### src/rtl/fetch_pc_unit.sv
// fetch_pc_unit: PC register, branch-target table, run/halt sequencing and saturating cycle counter
module fetch_pc_unit #(
   parameter int PC_W = 10,
   parameter int LUT_DEPTH = 16,
   parameter int CNT_W = 16,
   localparam int IDX_W = $clog2(LUT_DEPTH)
) (
   input  logic             i_clk,
   input  logic             i_reset_n,
   input  logic             i_start,
   input  logic [PC_W-1:0]  i_start_addr,
   input  logic             i_branch,
   input  logic [7:0]       i_alu_out,
   input  logic [IDX_W-1:0] i_lut_idx,
   input  logic             i_halt_req,
   input  logic             i_stall,
   input  logic             i_lut_we,
   input  logic [IDX_W-1:0] i_lut_waddr,
   input  logic [PC_W-1:0]  i_lut_wdata,
   output logic [PC_W-1:0]  o_pc,
   output logic             o_pc_valid,
   output logic             o_done,
   output logic [CNT_W-1:0] o_cycle_count
);
   typedef enum logic [1:0] {S_IDLE, S_RUN, S_HALTED} state_t;
   state_t           r_state;
   logic [PC_W-1:0]  r_lut [LUT_DEPTH];
   logic             w_taken;
   logic             w_unused;
   assign w_taken  = i_branch & i_alu_out[0];
   assign w_unused = ^i_alu_out[7:1];
   // branch-target table, writable only while idle so a running program sees stable targets
   always_ff @(posedge i_clk or negedge i_reset_n) begin
      if (!i_reset_n) begin
         for (int i = 0; i < LUT_DEPTH; i++) r_lut[i] <= '0;
      end else if (r_state == S_IDLE && i_lut_we) begin
         r_lut[i_lut_waddr] <= i_lut_wdata;
      end
   end
   // control FSM with registered PC, valid, done and cycle counter
   always_ff @(posedge i_clk or negedge i_reset_n) begin
      if (!i_reset_n) begin
         r_state       <= S_IDLE;
         o_pc          <= '0;
         o_pc_valid    <= 1'b0;
         o_done        <= 1'b0;
         o_cycle_count <= '0;
      end else if (i_start) begin
         r_state       <= S_RUN;
         o_pc          <= i_start_addr;
         o_pc_valid    <= 1'b1;
         o_done        <= 1'b0;
         o_cycle_count <= '0;
      end else if (r_state == S_RUN) begin
         if (i_halt_req) begin
            r_state    <= S_HALTED;
            o_pc_valid <= 1'b0;
            o_done     <= 1'b1;
         end else begin
            o_cycle_count <= (&o_cycle_count) ? o_cycle_count : o_cycle_count + CNT_W'(1);
            if (!i_stall) o_pc <= w_taken ? r_lut[i_lut_idx] : o_pc + PC_W'(1);
         end
      end
   end
endmodule

### config.mk
export PLATFORM = sky130hd
export DESIGN_NAME = fetch_pc_unit
export DESIGN_NICKNAME = d
export VERILOG_FILES = /design/src/rtl/fetch_pc_unit.sv
export SDC_FILE = /design/constraint.sdc
export NUM_CORES = 1
export LEC_CHECK = 0
export ABC_AREA = 0
export BUFFER_PORTS_ARGS = -buffer_cell sky130_fd_sc_hd__buf_2
export CAP_MARGIN = 5
export CELL_PAD_IN_SITES_DETAIL_PLACEMENT = 1
export CELL_PAD_IN_SITES_GLOBAL_PLACEMENT = 1
export CORE_AREA = 2 2 103 205
export DETAILED_ROUTE_END_ITERATION = 12
export DIE_AREA = 0 0 105 207
export PLACE_DENSITY = 0.86
export SLEW_MARGIN = 40
export SYNTH_ARGS = -nofsm -noshare
export SYNTH_HDL_FRONTEND = slang
export SYNTH_SLANG_ARGS = --single-unit
### constraint.sdc
create_clock -name i_clk -period 1.8 [get_ports i_clk]
set_input_delay 0.09 -clock i_clk [delete_from_list [all_inputs] [get_ports i_clk]]
set_output_delay 0.09 -clock i_clk [all_outputs]
set_load 0.02 [all_outputs]
# ---- Yosys cells after proc, flatten, opt, wreduce, memory -nomap -nowiden
# Index checks and enable logic that the tools add are counted.
dict set report word_totals {
  reg_bits 190
  out_inout_bits 28
  inputBits 43
  word_cells 66
}
dict set report classes {
  reduce_logical 9
  mux 24
  n_addsub 2
  n_lt_le_gt_ge 3
  bitwise_logic 3
  eq_ne 4
}
# operator n
set ops {}
lappend ops {{160-bit bitwise mux} 1}
lappend ops {{10-bit two-way mux} 8}
lappend ops {{16-bit two-way mux} 4}
lappend ops {{10-bit binary-select mux with 4-bit select} 1}
lappend ops {{10-bit demux with 4-bit select} 1}
lappend ops {{16-bit by 1-bit adder with 16-bit output (second input constant)} 1}
lappend ops {{16-bit AND reduction} 1}
lappend ops {{10-bit by 1-bit adder with 10-bit output (second input constant)} 1}
lappend ops {{5-bit >= comparator (second input constant)} 2}
lappend ops {{4-bit NOT with 5-bit output} 2}
lappend ops {{1-bit two-way mux} 6}
lappend ops {{2-bit two-way mux} 3}
lappend ops {{2-bit inequality test (second input constant)} 3}
lappend ops {{3-bit AND reduction} 2}
lappend ops {{5-bit by 1-bit < comparator with 1-bit output (second input constant)} 1}
lappend ops {{2-bit nonzero test} 2}
lappend ops {{2-bit by 1-bit equality test with 1-bit output (second input constant)} 1}
lappend ops {{1-bit logical AND} 2}
lappend ops {{2-bit zero test} 1}
lappend ops {{2-bit AND reduction} 1}
lappend ops {{1-bit AND} 1}

# ---- Depth between registers and ports, before layout
# Gate-level depths: netlist (run 1).
dict set report logic_depth {
  word_depth 9
  mapped_depth 8
  mapped_depth_nobuf 6
}

# ---- Worst setup path after synthesis (run 1)
# OpenSTA, ideal clock, no wires.
dict set report synth_timing {
  path_type {reg-to-reg}
  start {register o_done (netlist name)}
  end {register r_lut[150] (netlist bit)}
  path_slack_ns -0.246
  setup_time_ns 0.125
  t_required_ns 1.675
  t_arrival_ns 1.921
  synth_period_minus_slack_ns 2.046
  stages_incl_launch_ff 6
  n_path_buf 1
  path_cell_list {dfrtp_1 nor3b_2 or3b_1 buf_2 nor3_4 mux2_2}
}
# element line_no
set synth_rtl {}
lappend synth_rtl {{end signal: indexed assignment} 37} ;# r_lut[i_lut_waddr] <= i_lut_wdata;
lappend synth_rtl {{end: declaration} 27} ;# logic [PC_W-1:0] r_lut [LUT_DEPTH];

# ---- Worst setup path in the final report (run 1)
dict set report layout_timing {
  start {register r_state[0]}
  end {register r_lut[154] (netlist bit)}
}
dict set report layout_via {
  elab_chain_cells 2
}
# element line_no
set layout_rtl {}
lappend layout_rtl {{start: declaration} 26} ;# state_t r_state;
lappend layout_rtl {{start signal: assignment} 43} ;# r_state <= S_IDLE;
lappend layout_rtl {{start signal: assignment} 49} ;# r_state <= S_RUN;
lappend layout_rtl {{start signal: assignment} 56} ;# r_state <= S_HALTED;
lappend layout_rtl {{2-bit zero test} 36} ;# end else if (r_state == S_IDLE && i_lut_we) begin
lappend layout_rtl {{1-bit logical AND} 36}
# Every way passes these cells.
# A chain may end at the register's enable or synchronous reset.

==> results of run 1 <==
-- layout make-up --
type	instances	area, µm²	share of cell area [%]
inverter	6	22.5	0.189
multi-input combinational	417	4680	39.3
clock inverter	13	155	1.30
clock buffer	19	453	3.80
tap	266	333	2.79
sequential	188	4710	39.5
timing repair buffer	170	1560	13.1
-- kinds of logic (layout without fill, tap and decap cells) --
logic type	Yosys count	count (layout)
AOI/OAI and AO/OA	53	53
DFF	188	188
adders and majority gates	2	2
muxes	209	209
buffers and inverters	42	208
xor gates and xnor gates	16	16
and+or+nand+nor	137	137
-- metrics by stage --
step / util, % / instance area [µm²] / cells / setup WS, ns / TNS (ns)
2_1_floorplan: - / 9000 / 647 / -0.206 / -9.60
3_3_place_gp: 51.1 / 10300 / 1017 / -0.229 / -13.18
3_5_place_dp: 51.1 / 10300 / 1017 / -0.315 / -23.80
4_1_cts: 56.3 / 11400 / 1069 / -0.243 / -21.46
5_1_grt: 59.0 / 11900 / 1079 / -0.386 / -50.80
6_report: 59.0 / 11900 / 1079 / -0.321 / -42.02
-- report_power, final --
part           internal (W)  total (W)  switching [W]
Combinational       0.00107    0.00198       0.000910
Clock               0.00216    0.00401        0.00184
Sequential          0.00478    0.00523       0.000446
Total               0.00802     0.0112        0.00320
-- cell usage after synthesis, types with 2 or more instances --
master       n
inv_1        6
xnor2_1     13
dfrtp_1    188
mux4_2      41
and2_1       4
a2111oi_0    2
o311ai_0     3
nor2_1      24
nor3_1       9
nand4_1      8
nand3b_1     7
nand2_1     38
xor2_1       3
nor3_2       2
a31oi_1      3
nand2b_1     4
mux2_1       2
mux2i_1      4
o211ai_1     9
or3_1        4
a22oi_1      4
nor3b_1      2
a211oi_1     3
nor2b_1      4
o41ai_1      2
a21oi_1     11
buf_2       12
a311o_1      2
clkbuf_1    23
o21ai_0      9
mux2_2     162
nand3_1     16
ha_1         2
and3_1       2
nor2_2       6
-- sequential cells by signal, indices dropped and copies added (netlist names) --
name / count
o_cycle_count: 16
r_lut: 160
r_state: 1
o_done: 1
o_pc: 10
-- repair_timing --
item / 4_1_cts / 5_1_grt
setup buffers: 8 / 11
cloned: 2 / 0
pin swaps: 19 / 24
hold buffers: 10 / 0
endpoints found under the setup margin: 169 / 185
gates resized for setup: 54 / 111
hold endpoints to repair: 160 / 0
-- worst max-delay path, stage by stage (launching register included) --
cell and delay, ns:
dfrtp_2 0.43, nor3b_4 0.25, buf_6 0.15, or3b_4 0.46
nor3_4 0.19, buf_12 0.17, mux2_2 0.35
-- how the worst min path moves through the flow --
stage                          from          endpoint  slack, ns
finish              i_start_addr[7]           o_pc[7]       0.05
detailed placement        i_reset_n        r_lut[107]       0.05
global route        i_start_addr[0]           o_pc[0]       0.06
floorplan                 i_reset_n  o_cycle_count[0]      -0.21
CTS                 i_start_addr[0]           o_pc[0]       0.03
global placement          i_reset_n        r_lut[107]       0.04
-- per-layer routing --
layer | up-vias | GRT usage [%] | part of all wire (%)
li1 | 2708 | - | -
met4 | 0 | 11.5 | 5.2
met1 | 3606 | 32.5 | 37
met5 | - | 0 | 0
met2 | 311 | 47.1 | 54
met3 | 121 | 4.03 | 4.5
==> flow_summary.yaml, run 1 <==
synth:
  synth_compound_area_share_pct: 4.04
  yosys.cell_types.count: 48
  yosys-top-cells-area: "dfrtp_1 (53%), mux2_2 (20%), mux4_2 (10%)"
  synth_area_um2: 8940
  synth_mux_area_share_pct: 31.4
  synth_area_leader_cell: "dfrtp_1"
  synth.net_count: 692
  yosysSeqAreaShare_pct: 52.6
  synth-xor-area-share_pct: 1.57
  ys.flop_type: "dfrtp_1"
  postSynthCellCount: 647
  synth_seq_cells: 188
  synth_area_per_cell_um2: 13.8
  synth-edff-count: 0
  async_flop_share_pct: 100
  synth_top_family_by_area: "multiplexers"
  synth_top_area_share_pct: 52.6
  synthSimpleGateAreaFrac_pct: 8.13
  yosys_warnings: 0
  synthAdderAreaFrac_pct: 0.280
clock_tree:
  clkSinkCount: 188
  cts_made_buffers: 17
  htreeDepth: 4
  tritoncts: "done"
  clock_path_buffers: 2
  clk_pin_slew_ns: 0.08
  clk_latency_ns: 0.44
  ctsRootBufferMaster: "clkbuf_16"
grt:
  grtUsageTotal_pct: 26.8
  grt_overflow_total: 0
  grt_pass1_vias: 7218
  grt_pass1_wl_mm: 44.1
  grt_max_degree: 44
  antenna_found_initial: 0
detailed_routing:
  wl_per_cell_um: 30.7
  drt_iter0_drc: 648
  vias: 6746
  vias_per_cell: 6.25
  drt_first_pass_iters: 5
  post-route-drc-count: 0
  ant_nets: 0
  routed_wl_mm: 33.1
die:
  std_cell_rows: 74
  die_area_um2: 21700
  dieHeight_um: 207
  start_util_pct: 44.3
  die_w_um: 105
  core_area_um2: 20200
  io-pin-count: 71
critical_path:
  crit_path_end_kind: "register"
  crit_path_end: "r_lut[154]"
  r2r_end: "r_lut[154]"
  crit_path_max_fanout: 10
  critical_path_class: "register to register"
  rr_worst_depth: 6
  r2r-start: "r_state[0]"
  crit_arrival_ns: 2.44
  worst_ep_required_time_ns: 2.12
  rrSetupSlack_ns: -0.32
  startpoint: "r_state[0]"
  worstSetupStartpointType: "register"
run_status:
  status: "finished, violations left"
  failed_checks: "negative setup slack"
final_layout:
  areaGrowthSynthToFinish_pct: 33.2
  n_fill_cell: 1946
  layout_commonest_cell: "dfrtp_1"
  n_antenna_cell: 0
  nNetsFinal: 845
  drive_gt1_share_pct: 55.8
  layout_common_cells: "dfrtp_1 (184), mux2_2 (98), mux2_4 (64)"
timing:
  fin_crit_ns: 2.12
  skew_ns: 0.0163
  slew_viol_final: 0
  setup-violations-final: 182
  fin_ws_ns: -0.321
  holdWs_ns: 0.0542
  tightest_slew_ns: 0.626
  rsz0062_at_grt: "true"
  hold_violations: 0
  fin_crit_sh_pct: 118
  fmax_ghz: 0.471
  max_slew_margin_pct: 58.2
job:
  maxCapViolations: 0
placement:
  hpwl_mm: 18.0
  place_congestion: 0.860
  portBuffers: 63
power_and_ir_drop:
  power_density_nw_per_um2: 941
  power_w: 0.0112
  peakVddDrop_mv: 0.662
  leakage_nw: 5.48
worst_hold_path:
  hp-class: "primary input to register"
  whs_path_depth: 4
Power figures use the tool's default switching activity.
==> run 2: changes to the inputs <==
--- a/config.mk
+++ b/config.mk
@@ -13,6 +13,7 @@
 export CORE_AREA = 2 2 103 205
 export DETAILED_ROUTE_END_ITERATION = 12
 export DIE_AREA = 0 0 105 207
+export GPL_TIMING_DRIVEN = 0
 export PLACE_DENSITY = 0.86
 export SLEW_MARGIN = 40
 export SYNTH_ARGS = -nofsm -noshare
==> flow_summary.yaml, run 2 (synthesis gave the netlist of run 1 again) <==
clock_tree:
  clk_pin_slew_ns: 0.08
  htreeDepth: 4
  cts_made_buffers: 17
  tritoncts: "done"
  clock_path_buffers: 2
  clkSinkCount: 188
  ctsRootBufferMaster: "clkbuf_16"
  clk_latency_ns: 0.45
detailed_routing:
  vias: 6575
  drt_first_pass_iters: 4
  ant_nets: 0
  vias_per_cell: 6.15
  drt_iter0_drc: 417
  routed_wl_mm: 31.3
  post-route-drc-count: 0
  wl_per_cell_um: 29.3
final_layout:
  postLayoutCellArea_um2: 11800
  areaGrowthSynthToFinish_pct: 32.1
  n_antenna_cell: 0
  reg.largest.list: "r_lut x160, o_cycle_count x16, o_pc x10"
  top_register: "r_lut"
  layout_commonest_cell: "dfrtp_1"
  drive_gt1_share_pct: 51.4
  largest_reg_flops: 160
  nNetsFinal: 835
  finalNonFillerCells: 1069
  layout_common_cells: "dfrtp_1 (184), mux2_4 (90), mux2_2 (74)"
placement:
  place_congestion: 0.850
  dp.cells: 973
  hpwl_mm: 16.3
  portBuffers: 58
  place_area_um2: 9690
grt:
  grt_pass1_vias: 7157
  grt_overflow_total: 0
  antenna_found_initial: 0
  grtUsageTotal_pct: 27.4
  grt_pass1_wl_mm: 44.7
  grt_max_degree: 69
critical_path:
  critical_path_class: "register to register"
  crit_path_max_fanout: 8
  worstSetupStartpointType: "register"
  crit_path_end_kind: "register"
  r2r_end: "r_lut[136]"
  worst_ep_required_time_ns: 2.13
  rrSetupSlack_ns: -0.40
  crit_arrival_ns: 2.53
  rr_worst_depth: 7
  r2r-start: "r_state[0]"
timing:
  slew_viol_final: 0
  fin_ws_ns: -0.396
  fin_crit_ns: 2.20
  fmax_ghz: 0.455
  fin_crit_sh_pct: 122
  setup-violations-final: 184
  hold_violations: 0
  skew_ns: 0.00924
  tightest_slew_ns: 1.18
  fin_setup_tns_ns: -33.84
  max_slew_margin_pct: 21.3
  rsz0062_at_grt: "true"
die:
  start_util_pct: 44.3
  std_cell_rows: 74
  core_area_um2: 20200
  dieHeight_um: 207
  io-pin-count: 71
  die_area_um2: 21700
  die_w_um: 105
power_and_ir_drop:
  peakVddDrop_mv: 0.730
  leakage_nw: 5.25
  power_density_nw_per_um2: 918
run_status:
  status: "finished, violations left"
  failed_checks: "negative setup slack"
worst_hold_path:
  hp-class: "primary input to register"
  hp-start: "i_lut_wdata[2]"
  whs_path_depth: 2
  min_to: "r_lut[142]"
job:
  maxCapViolations: 0
run 2: cell count changes in the layout (fill, tap and decap cells not counted), moves of 3 or more:
cell           change
mux2_4            +26
nor2_2             -3
buf_6             -11
clkbuf_1          +21
mux2_2            -24
buf_2              +3
dlygate4sd3_1      +8
buf_4             -29
nand2_8           +10
nand2_4            -7
buf_12             -9
run 2: worst max-delay path, cell delays in order, from the launching register on:
cell     delay [ns]
dfrtp_2        0.44
nor3b_4        0.24
buf_12         0.15
or3b_4         0.42
buf_12         0.15
nor2_4         0.16
buf_12         0.19
mux2_4         0.31
run 2: final cells by class:
type / count / area, µm²
Fill cell: 1933 / 8370
Multi-Input combinational cell: 420 / 4930
Sequential cell: 188 / 4710
Timing Repair Buffer: 123 / 1090
Clock buffer: 18 / 429
Tap cell: 266 / 333
Buffer: 34 / 158
Clock inverter: 14 / 133
Inverter: 6 / 22.5
run 2: repair_timing:
action / 4_1_cts / 5_1_grt
setup buffers: 30 / 16
hold buffers: 18 / 0
resized for setup: 136 / 68
endpoints found under the hold margin: 152 / 0
gates cloned: 1 / 3
pin swaps: 24 / 28
setup endpoints to repair: 178 / 186
run 2: worst max path at each step:
stage / start / slack, ns / to
3_5_place_dp: o_done / -0.98 / r_lut[119]
6_report: r_state[0] / -0.40 / r_lut[136]
3_3_place_gp: i_reset_n / -2.62 / o_pc[1]
5_1_grt: r_state[0] / -0.42 / r_lut[138]
2_1_floorplan: r_state[0] / -0.21 / r_lut[150]
4_1_cts: o_done / -0.38 / r_lut[151]
run 2: power by group:
group	internal (W)	switching, W
combinational	0.00108	0.000853
clock	0.00183	0.00188
sequential	0.00478	0.000425
run 2: per-layer routing:
layer  wire length (µm)  vias up  track usage [%]
li1                   -     2694                -
met1              11600     3530             33.9
met2              16800      268             48.1
met3               1530       83             4.34
met4               1300        0             9.84
met5                  0        -                0
run 2: metrics by stage:
stage               util, %  setup slack (ns)  hold WS [ns]  total power, W
floorplan                 -            -0.206        -0.206         0.00613
global placement       47.7             -2.62         0.332         0.00652
detailed placement     48.0            -0.984        0.0467         0.00671
CTS                    56.1            -0.381      0.000124          0.0106
global route           58.5            -0.422        0.0263          0.0112
finish                 58.5            -0.396        0.0389          0.0108
==> run 3: changes to the inputs <==
--- a/config.mk
+++ b/config.mk
@@ -14,7 +14,9 @@
 export DETAILED_ROUTE_END_ITERATION = 12
 export DIE_AREA = 0 0 105 207
 export GPL_TIMING_DRIVEN = 0
+export HOLD_SLACK_MARGIN = 0.03
 export PLACE_DENSITY = 0.86
+export REMOVE_ABC_BUFFERS = 1
 export SLEW_MARGIN = 40
 export SYNTH_ARGS = -nofsm -noshare
 export SYNTH_HDL_FRONTEND = slang
==> flow_summary.yaml, run 3 (synthesis gave the netlist of run 1 again) <==
final_layout:
  layout_commonest_cell: "dfrtp_1"
  top_register: "r_lut"
  nNetsFinal: 820
  reg.largest.list: "r_lut x160, o_cycle_count x16, o_pc x10"
  n_fill_cell: 1890
  finalNonFillerCells: 1055
  layout_common_cells: "dfrtp_1 (181), mux2_4 (86), mux2_2 (77)"
  areaGrowthSynthToFinish_pct: 34.4
  multi_input_area_um2: 5020
  postLayoutCellArea_um2: 12000
  largest_reg_flops: 160
  drive_gt1_share_pct: 56.0
  register_area_um2: 4710
power_and_ir_drop:
  p_sw_w: 0.00336
  clkPwrFrac_pct: 37.3
  swShare_pct: 29.0
  power_density_nw_per_um2: 967
  p_int_w: 0.00825
  peakVddDrop_mv: 0.954
  leakage_nw: 5.33
  seq_power_share_pct: 45.2
  p_comb_share_pct: 17.5
timing:
  holdWs_ns: 0.121
  slew_viol_final: 0
  max_slew_margin_pct: 36.8
  tightest_slew_ns: 0.947
  rsz0062_at_grt: "true"
  setup-violations-final: 182
  fin_crit_sh_pct: 125
  fin_crit_ns: 2.26
  fin_ws_ns: -0.457
  fmax_ghz: 0.443
  skew_ns: 0.00999
  hold_violations: 0
placement:
  portBuffers: 63
  place_area_um2: 9520
  hpwl_mm: 15.1
  place_congestion: 0.792
  dp.cells: 942
run_status:
  failed_checks: "negative setup slack"
  status: "finished, violations left"
detailed_routing:
  vias: 6918
  drt_first_pass_iters: 7
  routed_wl_mm: 35.8
  wl_per_cell_um: 34.0
  post-route-drc-count: 0
  vias_per_cell: 6.56
  drt_iter0_drc: 599
  ant_nets: 0
clock_tree:
  clk_pin_slew_ns: 0.08
  clk_latency_ns: 0.45
  clock_path_buffers: 2
  tritoncts: "done"
  cts_made_buffers: 17
  ctsRootBufferMaster: "clkbuf_16"
  htreeDepth: 4
  clkSinkCount: 188
die:
  start_util_pct: 44.3
  io-pin-count: 71
  core_area_um2: 20200
  dieHeight_um: 207
  std_cell_rows: 74
  die_area_um2: 21700
  die_w_um: 105
critical_path:
  cpPeakStageDelay_ns: 0.46
  critical_path_class: "register to register"
  r2r-start: "r_state[0]"
  crit_arrival_ns: 2.59
  rr_worst_depth: 6
  crit_path_max_fanout: 10
  crit_chain: "nor3b_4 > buf_12 > or3b_4 > nor3_4 > buf_12 > mux2_2"
  startpoint: "r_state[0]"
  crit_path_end_kind: "register"
  worst_ep_required_time_ns: 2.13
  critPathSlowestCell: "dfrtp_2"
  worstSetupStartpointType: "register"
  crit_top_cell: "buf_12"
worst_hold_path:
  hp-class: "primary input to register"
  hp-start: "i_lut_wdata[8]"
  whs_path_depth: 2
grt:
  grt_overflow_total: 0
  grt_pass1_vias: 7610
  grtUsageTotal_pct: 31.4
  grt_max_degree: 76
  antenna_found_initial: 1
  grt_pass1_wl_mm: 50.6
job:
  maxCapViolations: 0
==> run 3: stage by stage <==
| step | util, % | power [W] | worst slack [ns] | TNS [ns] |
|---|---|---|---|---|
| 4_1_cts | 57.2 | 0.0112 | -0.299 | -21.02 |
| 3_3_place_gp | 46.8 | 0.00646 | -2.29 | -535.95 |
| 3_5_place_dp | 47.1 | 0.00664 | -0.906 | -120.00 |
| 6_report | 59.5 | 0.0116 | -0.457 | -50.36 |
| 2_1_floorplan | - | 0.00602 | -0.242 | -11.31 |
| 5_1_grt | 59.5 | 0.0119 | -0.480 | -54.95 |
==> run 3: area by class of cell <==
cell class	count	share of cell area, %
multi-input combinational	424	41.8
sequential	188	39.2
clock inverter	15	1.90
timing repair buffer	138	10.6
tap	266	2.77
inverter	6	0.187
antenna	1	0.0208
clock buffer	17	3.54
==> run 3: path summary, 6_finish.rpt <==
kind                                           to  slack [ns]
worst max-delay path                   r_lut[155]       -0.46
worst min-delay path                    r_lut[48]        0.12
worst max register to register         r_lut[155]       -0.46
worst min register to register          r_lut[56]        0.51
max in group asynchronous       o_cycle_count[11]        0.54
min in group asynchronous              r_lut[144]        0.16
==> run 3: timing repair <==
item                                   4_1_cts  5_1_grt
setup endpoints to repair                  183      183
gates cloned                                 5        2
pin swaps                                   27       20
gates resized for setup                    177       58
buffers inserted                            49       14
endpoints found under the hold margin       78        0
hold buffers                                10        0
==> run 3: power groups by stage <==
stage,sequential (W),clock (W),combinational (W)
after floorplan,0.00509,0,0.000924
after global placement,0.00511,0,0.00135
after detailed placement,0.00518,0,0.00146
after CTS,0.00513,0.00423,0.00179
after global routing,0.00527,0.00450,0.00211
final,0.00525,0.00433,0.00203
==> run 3: per-layer routing <==
layer	up-vias	GRT usage, %	part of all wire, %
met5	-	0	0
met4	0	14.6	5.8
met3	138	5.66	6.6
met2	421	54.7	52
met1	3687	37.4	35
li1	2672	-	-
==> run 3: worst max-delay path: cells and delay by family (launching register included) <==
kind                   cells  cell delay, ns
AND/OR/NAND/NOR            3            0.95
flip-flops                 1            0.46
buffers and inverters      2            0.35
multiplexers               1            0.37
